===== src/rtl/cpu_pkg.sv =====
// Shared definitions for the multi-cycle CPU controller and datapath.
//   state_e  : sequencer state encoding (one instruction = F0..WB, 8 cycles)
//   iclass_e : instruction class produced by the opcode decoder
//   OP_*     : 6-bit primary opcodes found in ir[30:25]
package cpu_pkg;

  typedef enum logic [3:0] {
    IDLE = 4'd0,
    F0   = 4'd1,
    F1   = 4'd2,
    DEC  = 4'd3,
    RD   = 4'd4,
    EX   = 4'd5,
    M0   = 4'd6,
    M1   = 4'd7,
    WB   = 4'd8,
    HALT = 4'd9
  } state_e;

  typedef enum logic [1:0] {
    C_ALU = 2'd0,
    C_IMM = 2'd1,
    C_LD  = 2'd2,
    C_ST  = 2'd3
  } iclass_e;

  localparam logic [5:0] OP_ALU_1 = 6'b100000;
  localparam logic [5:0] OP_MOVI  = 6'b100010;
  localparam logic [5:0] OP_ADDI  = 6'b101000;
  localparam logic [5:0] OP_ORI   = 6'b101100;
  localparam logic [5:0] OP_XORI  = 6'b101011;
  localparam logic [5:0] OP_LWI   = 6'b000010;
  localparam logic [5:0] OP_SWI   = 6'b001010;

endpackage


===== src/rtl/cpu_opdec.sv =====
// Combinational opcode decoder, shared by the controller and the datapath.
// Ports:
//   op_field  in  7  ir[31:25] (bit 6 must be 0 for a legal instruction)
//   ins_class out 2  iclass_e value (C_ALU/C_IMM/C_LD/C_ST)
//   legal     out 1  opcode is one of the supported encodings
//   imm_sel   out 1  ALU operand B comes from the immediate field
//   wb_sel    out 1  write-back source is the MDR (loads)
module cpu_opdec
  import cpu_pkg::*;
(
  input  logic [6:0] op_field,
  output logic [1:0] ins_class,
  output logic       legal,
  output logic       imm_sel,
  output logic       wb_sel
);

  always_comb begin
    // NOTE: every output gets a default before the case so no path leaves
    // a value unassigned, which would otherwise infer a latch.
    ins_class = C_ALU;
    legal     = 1'b0;
    imm_sel   = 1'b0;
    wb_sel    = 1'b0;
    if (!op_field[6]) begin
      unique case (op_field[5:0])
        OP_ALU_1: begin
          ins_class = C_ALU;
          legal     = 1'b1;
        end
        OP_MOVI, OP_ADDI, OP_ORI, OP_XORI: begin
          ins_class = C_IMM;
          legal     = 1'b1;
          imm_sel   = 1'b1;
        end
        OP_LWI: begin
          ins_class = C_LD;
          legal     = 1'b1;
          imm_sel   = 1'b1;
          wb_sel    = 1'b1;
        end
        OP_SWI: begin
          ins_class = C_ST;
          legal     = 1'b1;
          imm_sel   = 1'b1;
        end
        default: legal = 1'b0;
      endcase
    end
  end

endmodule


===== src/rtl/cpu_ctrl_fsm.sv =====
// Multi-cycle sequencing controller for the single-issue CPU.
// Every instruction occupies a fixed 8-cycle slot F0 F1 DEC RD EX M0 M1 WB.
// An illegal opcode parks the machine in HALT until reset.
// Ports:
//   clk, rst (async, active-low)
//   instruction  in   IM read data, valid the cycle after IM_read
//   IM_*         out  instruction-memory handshake; IM_address = PC
//   ir           out  latched instruction
//   imm_sel, wb_sel   operand-B / write-back source, valid DEC..WB
//   rf_read, alu_en, rf_write      datapath strobes
//   DM_enable, DM_read, DM_write, dm_load   data-memory handshake
//   halted       out  sticky illegal-instruction flag
//   Ins_cnt, Cycle_cnt  retired instructions / cycles since reset release
module cpu_ctrl_fsm
  import cpu_pkg::*;
#(
  parameter int IMAddrSize = 10,
  parameter int InsSize    = 64,
  parameter int CycSize    = 128
) (
  input  logic                  clk,
  input  logic                  rst,
  input  logic [31:0]           instruction,
  output logic                  IM_enable,
  output logic                  IM_read,
  output logic                  IM_write,
  output logic [IMAddrSize-1:0] IM_address,
  output logic [31:0]           ir,
  output logic                  imm_sel,
  output logic                  rf_read,
  output logic                  alu_en,
  output logic                  DM_enable,
  output logic                  DM_read,
  output logic                  DM_write,
  output logic                  dm_load,
  output logic                  rf_write,
  output logic                  wb_sel,
  output logic                  halted,
  output logic [InsSize-1:0]    Ins_cnt,
  output logic [CycSize-1:0]    Cycle_cnt
);

  state_e                state_q, state_d;
  logic [IMAddrSize-1:0] pc_q, pc_d;
  logic [31:0]           ir_q, ir_d;
  logic [InsSize-1:0]    ins_cnt_q, ins_cnt_d;
  logic [CycSize-1:0]    cycle_cnt_q, cycle_cnt_d;

  logic [1:0] dec_class;
  logic       dec_legal;
  logic       dec_imm_sel;
  logic       dec_wb_sel;
  logic       in_slot;
  logic       is_ld;
  logic       is_st;

  cpu_opdec u_opdec (
    .op_field  (ir_q[31:25]),
    .ins_class (dec_class),
    .legal     (dec_legal),
    .imm_sel   (dec_imm_sel),
    .wb_sel    (dec_wb_sel)
  );

  // Next state, PC, IR and counters.
  always_comb begin
    state_d     = state_q;
    pc_d        = pc_q;
    ir_d        = ir_q;
    ins_cnt_d   = ins_cnt_q;
    cycle_cnt_d = cycle_cnt_q + 1'b1;  // counts in every state, HALT included
    unique case (state_q)
      IDLE: state_d = F0;
      F0:   state_d = F1;
      F1: begin
        state_d = DEC;
        ir_d    = instruction;
      end
      DEC:  state_d = dec_legal ? RD : HALT;
      RD:   state_d = EX;
      EX:   state_d = M0;
      M0:   state_d = M1;
      M1:   state_d = WB;
      WB: begin
        state_d   = F0;
        pc_d      = pc_q + 1'b1;  // wraps at 2^IMAddrSize
        ins_cnt_d = ins_cnt_q + 1'b1;
      end
      HALT: state_d = HALT;
      default: state_d = IDLE;
    endcase
  end

  // NOTE: sequential state uses non-blocking assignments so every flop
  // samples the pre-edge value of every other flop.
  always_ff @(posedge clk or negedge rst) begin
    if (!rst) begin
      state_q     <= IDLE;
      pc_q        <= '0;
      ir_q        <= '0;
      ins_cnt_q   <= '0;
      cycle_cnt_q <= '0;
    end else begin
      state_q     <= state_d;
      pc_q        <= pc_d;
      ir_q        <= ir_d;
      ins_cnt_q   <= ins_cnt_d;
      cycle_cnt_q <= cycle_cnt_d;
    end
  end

  // Moore strobes decoded from the registered state. Because reset forces
  // IDLE asynchronously, every strobe drops the moment rst goes low.
  always_comb begin
    IM_enable = 1'b0;
    IM_read   = 1'b0;
    rf_read   = 1'b0;
    alu_en    = 1'b0;
    DM_enable = 1'b0;
    DM_read   = 1'b0;
    DM_write  = 1'b0;
    dm_load   = 1'b0;
    rf_write  = 1'b0;
    in_slot   = state_q inside {DEC, RD, EX, M0, M1, WB};
    is_ld     = (dec_class == C_LD);
    is_st     = (dec_class == C_ST);
    imm_sel   = in_slot & dec_imm_sel;
    wb_sel    = in_slot & dec_wb_sel;
    halted    = (state_q == HALT);
    unique case (state_q)
      F0: begin
        IM_enable = 1'b1;
        IM_read   = 1'b1;
      end
      F1: IM_enable = 1'b1;
      RD: rf_read = 1'b1;
      EX: alu_en = 1'b1;
      M0: begin
        DM_enable = is_ld | is_st;
        DM_read   = is_ld;
        DM_write  = is_st;
      end
      M1: begin
        // Stores keep the DM selected one extra cycle; only loads capture.
        DM_enable = is_ld | is_st;
        dm_load   = is_ld;
      end
      WB: rf_write = ~is_st;
      default: ;
    endcase
  end

  assign IM_write   = 1'b0;
  assign IM_address = pc_q;
  assign ir         = ir_q;
  assign Ins_cnt    = ins_cnt_q;
  assign Cycle_cnt  = cycle_cnt_q;

endmodule


===== config.mk =====
export PLATFORM = sky130hd
export DESIGN_NAME = cpu_ctrl_fsm
export DESIGN_NICKNAME = d
export VERILOG_FILES = /design/src/rtl/cpu_pkg.sv /design/src/rtl/cpu_opdec.sv /design/src/rtl/cpu_ctrl_fsm.sv
export SDC_FILE = /design/constraint.sdc
export NUM_CORES = 1
export LEC_CHECK = 0
export BUFFER_PORTS_ARGS = -buffer_cell sky130_fd_sc_hd__clkbuf_2
export CORE_UTILIZATION = 55
export CTS_CLUSTER_DIAMETER = 100
export DETAILED_ROUTE_END_ITERATION = 7
export HOLD_SLACK_MARGIN = 0.15
export PLACE_DENSITY = 0.82
export SKIP_CTS_REPAIR_TIMING = 1
export SLEW_MARGIN = 20
export SYNTH_ARGS = -nofsm -noshare
export SYNTH_HDL_FRONTEND = slang
export SYNTH_SLANG_ARGS = --single-unit

===== constraint.sdc =====
create_clock -name clk -period 3.75 [get_ports clk]
set_input_delay 0.9375 -clock clk [delete_from_list [all_inputs] [get_ports clk]]
set_output_delay 0.9375 -clock clk [all_outputs]
set_load 0.01 [all_outputs]

# == Word level (Yosys, flattened, before mapping) ==
# Index checks and enable logic that the tools add are counted.
# classes
add_sub_neg,3
n_eq_ne,18
mux,19
n_bitwise,4
n_reduce_logical,8
# ops
op,n
adder 128 x 1 -> 128 bit (second input constant),1
adder 64 x 1 -> 64 bit (second input constant),1
one-hot mux 4 bit (9 select lines),1
equality test 6 bit (second input constant),5
equality test 4 x 3 -> 1 bit (second input constant),4
2-to-1 mux 1 bit,15
adder 10 x 1 -> 10 bit (second input constant),1
equality test 4 x 2 -> 1 bit (second input constant),2
equality test 4 bit (second input constant),2
OR reduction 7 bit,1
equality test 6 x 2 -> 1 bit (second input constant),1
equality test 6 x 4 -> 1 bit (second input constant),1
one-hot mux 2 bit (3 select lines),1
nonzero test 6 bit,1
OR reduction 2 bit,3
OR reduction 6 bit,1
equality test 2 bit (second input constant),2
equality test 4 x 1 -> 1 bit (second input constant),1
zero test 4 bit,1
2-to-1 mux 4 bit,1
OR reduction 4 bit,1
bitwise AND 1 bit,2
2-to-1 mux 2 bit,1
inverter 1 bit,1
OR 1 bit,1
# word_totals
regBits,238
inputBits,34
out_inout_bits,247
wordCells,57

# == Longest topological paths before layout ==
# depth
word_depth,7
depth_mapped,9
depth_no_buf,7

# == Hierarchy ==
# A second synthesis with hierarchy kept.
# unflattened
hier_cells,1128
hier_area_um2,11745.0
# modules_own_cells
module,instances,cells_per_inst,area_per_inst_um2,seq_area_each_um2
cpu_ctrl_fsm,1,1109,11619.9,5955.7
cpu_opdec,1,19,125.1,0.0

# == Least setup slack after synthesis ==
# OpenSTA, ideal clock, no wires.
# synth_timing
path_type,register -> output
from,register state_q[0]
to,output port IM_enable
arrival_ns,1.664
t_required_ns,2.812
slack_ns,1.149
path_stages_with_launch,5
path_cell_list,dfrtp_1 nand2b_1 nor3_1 clkbuf_1 or2_2
# synth_via
elab_chain_len,3
word_cells_on_any_way,4
classes_between,eq/ne: 2; mux: 1; reduce/logical: 1
# synth_lines
element,line,rtl
from (decl),cpu_ctrl_fsm.sv:43,"state_e state_q, state_d;"
from (signal assigned),cpu_ctrl_fsm.sv:104,state_q <= state_d;
equality test 4 x 1 -> 1 bit or equality test 4 x 2 -> 1 bit (tied branches),cpu_ctrl_fsm.sv:130,unique case (state_q)
OR reduction 2 bit (no line) (*),n/a,
2-to-1 mux 1 bit (*),cpu_ctrl_fsm.sv:130,
to (decl),cpu_ctrl_fsm.sv:24,"output logic IM_enable,"
# Mark *: on every way between the ends. The rest lies on a longest branch, timed or not.

# == Final worst setup path ==
# layout_timing
from,"register ir_q[27], in the netlist ir[27]"
to,output port DM_write
# layout_via
elab_chain_len,6
word_cells_on_any_way,11
classes_between,eq/ne: 7; mux: 3; reduce/logical: 1
# layout_lines
element,line,rtl
from (decl),cpu_ctrl_fsm.sv:45,"logic [31:0] ir_q, ir_d;"
from (signal assigned),cpu_ctrl_fsm.sv:106,ir_q <= ir_d;
equality test 6 bit,cpu_opdec.sv:26,unique case (op_field[5:0])
OR reduction 4 bit,n/a,
one-hot mux 2 bit (3 select lines) (*),cpu_opdec.sv:26,
2-to-1 mux 2 bit (*),cpu_opdec.sv:25,if (!op_field[6]) begin
equality test 2 bit (*),cpu_ctrl_fsm.sv:126,is_st = (dec_class == C_ST);
2-to-1 mux 1 bit (*),cpu_ctrl_fsm.sv:130,
to (decl),cpu_ctrl_fsm.sv:34,"output logic DM_write,"
# Marks and branches as above.

==> results.py <==
metrics = {
    "status": {
        "outcome": "complete, no violations",
    },
    "floorplan": {
        "ios": 281,
        "start_util": 0.570,
        "rows": 51,
        "die_w_um": 145,
        "die_area_sq_mm": 0.0211,
        "core_area_sq_mm": 0.0198,
        "die_h_um": 145,
    },
    "cells_and_area": {
        "regArea_sq_mm": 0.00596,
        "nFillCells": 1475,
        "diodes": 0,
        "fin_util": 0.700,
        "fin_cells": 1641,
        "drive_gt1_frac": 0.283,
        "multiInputGateArea_sq_mm": 0.00517,
        "syn2layout_area_growth_pct": 22.8,
        "nNetsFinal": 1395,
    },
    "sta": {
        "maxClockFrequency_mhz": 322,
        "finalWorstSetupSlack_ps": 644,
        "min_period_over_period": 0.828,
        "post-route-min-period_ps": 3110,
        "worst_clock_skew_ps": 15.5,
        "tns_ps": 0,
        "slew_violations": 0,
        "slew_headroom": 0.378,
        "hold_viol": 0,
        "worst_slew_pin_slew_ps": 924,
        "setup_viol": 0,
        "rsz0062_at_grt": "no",
    },
    "route": {
        "dr.pass1.iters": 6,
        "drc": 0,
        "wl_um": 30300,
        "vias_per_cell": 5.88,
        "wl_per_cell_um": 18.5,
        "num_vias": 9642,
        "drtIter0Drc": 742,
        "ant_nets": 0,
    },
    "critical_path": {
        "crit_path_cell_trace": "nand2b_1 -> or3_1 -> nor3_1 -> nand2b_1 -> nor4_1 -> clkbuf_2",
        "cp_top_family": "simple AND/OR/NAND/NOR gates",
        "crit_path_top_delay_cell": "dfrtp_1",
        "cp-end-kind": "output port",
        "regToRegStartpoint": "Cycle_cnt[28]$_DFF_PN0_",
        "start_kind": "register",
        "critical_path_class": "register to output port",
        "cp.required_ps": 2810,
        "worst-r2r-cell-count": 6,
        "cp_max_fo": 4,
        "critical_path.most_common_cell": "nand2b_1",
        "crit_buf_inv": 1,
        "r2r-end": "Cycle_cnt[97]$_DFF_PN0_",
        "cp_slowest_stage_delay_ps": 400,
        "rrSetupSlack_ps": 990,
        "worstPathArrival_ps": 2170,
    },
    "clock_tree": {
        "clockBufferDepth": 3,
        "clk_pin_slew_ps": 60,
        "cts.sinks": 238,
        "clock_latency_ps": 520,
        "numCtsBuffers": 25,
        "htree_levels": 1,
        "cts_root_buf": "clkbuf_16",
        "cts_tree": "yes",
    },
    "global_routing": {
        "gr-total-overflow": 0,
        "grt_max_degree": 88,
        "grt_first_pass_wirelength_um": 48700,
        "antenna_found_initial": 0,
        "grt_pass1_vias": 9360,
        "grtUsageTotal": 0.286,
    },
    "place": {
        "pre_cts_slack_ps": 1110,
        "dp_hpwl_um": 22600,
        "portBuffers": 279,
        "gpl.final_weighted_congestion": 0.909,
        "place_inst": 1596,
    },
    "synth": {
        "syn-instance-count": 1057,
        "netlist_area_sq_mm": 0.0113,
        "synth.area.top_cells": "dfrtp_1 (53%), xnor2_1 (9.3%), xor2_1 (6.0%)",
        "postSynthAreaPerCell_sq_um": 10.7,
        "synth_top_cell_area_share": 0.528,
        "yosys.area.top_type": "dfrtp_1",
        "ys_seq_elements": 238,
        "yosysSeqAreaShare": 0.528,
        "ys_warn_count": 0,
        "synth_nets": 1094,
        "ys_types": 44,
    },
    "pwr": {
        "power_density_mw_per_mm2": 470,
        "p_leak_nw": 6.71,
        "max-vdd-ir-drop_uv": 494,
    },
    "min_path": {
        "hold_class": "primary input to async pin",
    },
    "flow_run": {
        "drv_cap": 0,
    },
}
-- state kept, by name (all words and copies together) (netlist names) --
| name | flops |
|---|---|
| Ins_cnt | 64 |
| Cycle_cnt | 128 |
| IM_address | 10 |
| ir | 32 |
| state_q | 4 |
-- where the power goes --
group	internal (W)	switching, W	total (W)
Sequential	0.00281	0.000241	0.00305
Combinational	0.000497	0.000519	0.00102
Clock	0.00144	0.000999	0.00244
Total	0.00475	0.00176	0.00651
-- layout make-up --
class / instances / area share
Multi-Input combinational cell: 782 / 0.373
Clock inverter: 10 / 0.00741
Timing Repair Buffer: 291 / 0.109
Tap cell: 265 / 0.0240
Inverter: 20 / 0.00542
Sequential cell: 238 / 0.430
Clock buffer: 35 / 0.0508
-- synthesized netlist by cell type (all sizes together) --
master	instances
inv	20
nand2	96
and4b	2
mux2	33
and4	19
a21boi	1
conb	1
nand3	93
dfrtp	238
a21oi	3
mux2i	1
nand2b	6
nor2	82
xnor2	120
o31ai	1
and3	30
nor4b	2
a31oi	1
o32ai	2
xor2	77
or4	7
a21o	2
or3	9
and2	6
nor3	58
buf	8
nand4b	3
clkbuf	9
nand4	83
or2	6
o21ai	5
o22ai	1
ha	3
nor4	29
-- metrics by stage --
| stage | power [W] | hold WS (ps) | area (sq um) |
|---|---|---|---|
| after floorplan | 0.00366 | 504 | 11300 |
| after global placement | 0.00407 | 461 | 13000 |
| after detailed placement | 0.00411 | 471 | 13000 |
| after CTS | 0.00655 | 450 | 13800 |
| after global routing | 0.00677 | 473 | 13800 |
| final | 0.00651 | 426 | 13800 |
-- metal layers --
layer / global-route usage / wire length [um]
met1: 0.382 / 12500
met2: 0.460 / 14300
met3: 0.0679 / 2840
met4: 0.0911 / 744
met5: 0 / 0
-- kinds of logic (layout without fill, tap and decap cells) --
family	Yosys count	after routing	synth area share
xor+xnor	197	197	0.153
compound gates	16	16	0.00888
flops	238	238	0.528
buf+inv	37	356	0.0141
fa+ha+maj	3	3	0.00333
simple gates	531	531	0.258
other cells	1	1	0.000333
mux	34	34	0.0339
-- cell usage in the layout (no fill, tap or decap), types with 25 or more instances in the layout --
cell / count
nand2_1: 96
clkbuf_16: 25
nor3_1: 53
clkbuf_2: 278
and3_1: 30
nor2_1: 82
mux2_2: 33
nand3_1: 92
xor2_1: 77
xnor2_1: 120
dfrtp_1: 238
nand4_1: 80
-- worst max-delay path by stage --
stage / start / to / depth (start not counted) / slack [ps]
floorplan: state_q[0]$_DFF_PN0_ / IM_enable / 4 / 1150
global placement: Cycle_cnt[28]$_DFF_PN0_ / Cycle_cnt[97]$_DFF_PN0_ / 6 / 1100
detailed placement: Cycle_cnt[28]$_DFF_PN0_ / Cycle_cnt[97]$_DFF_PN0_ / 6 / 1110
CTS: ir[27]$_DFFE_PN0P_ / DM_write / 6 / 660
global route: ir[27]$_DFFE_PN0P_ / DM_write / 6 / 440
finish: ir[27]$_DFFE_PN0P_ / DM_write / 6 / 640
(Power assumes the default switching activity.)
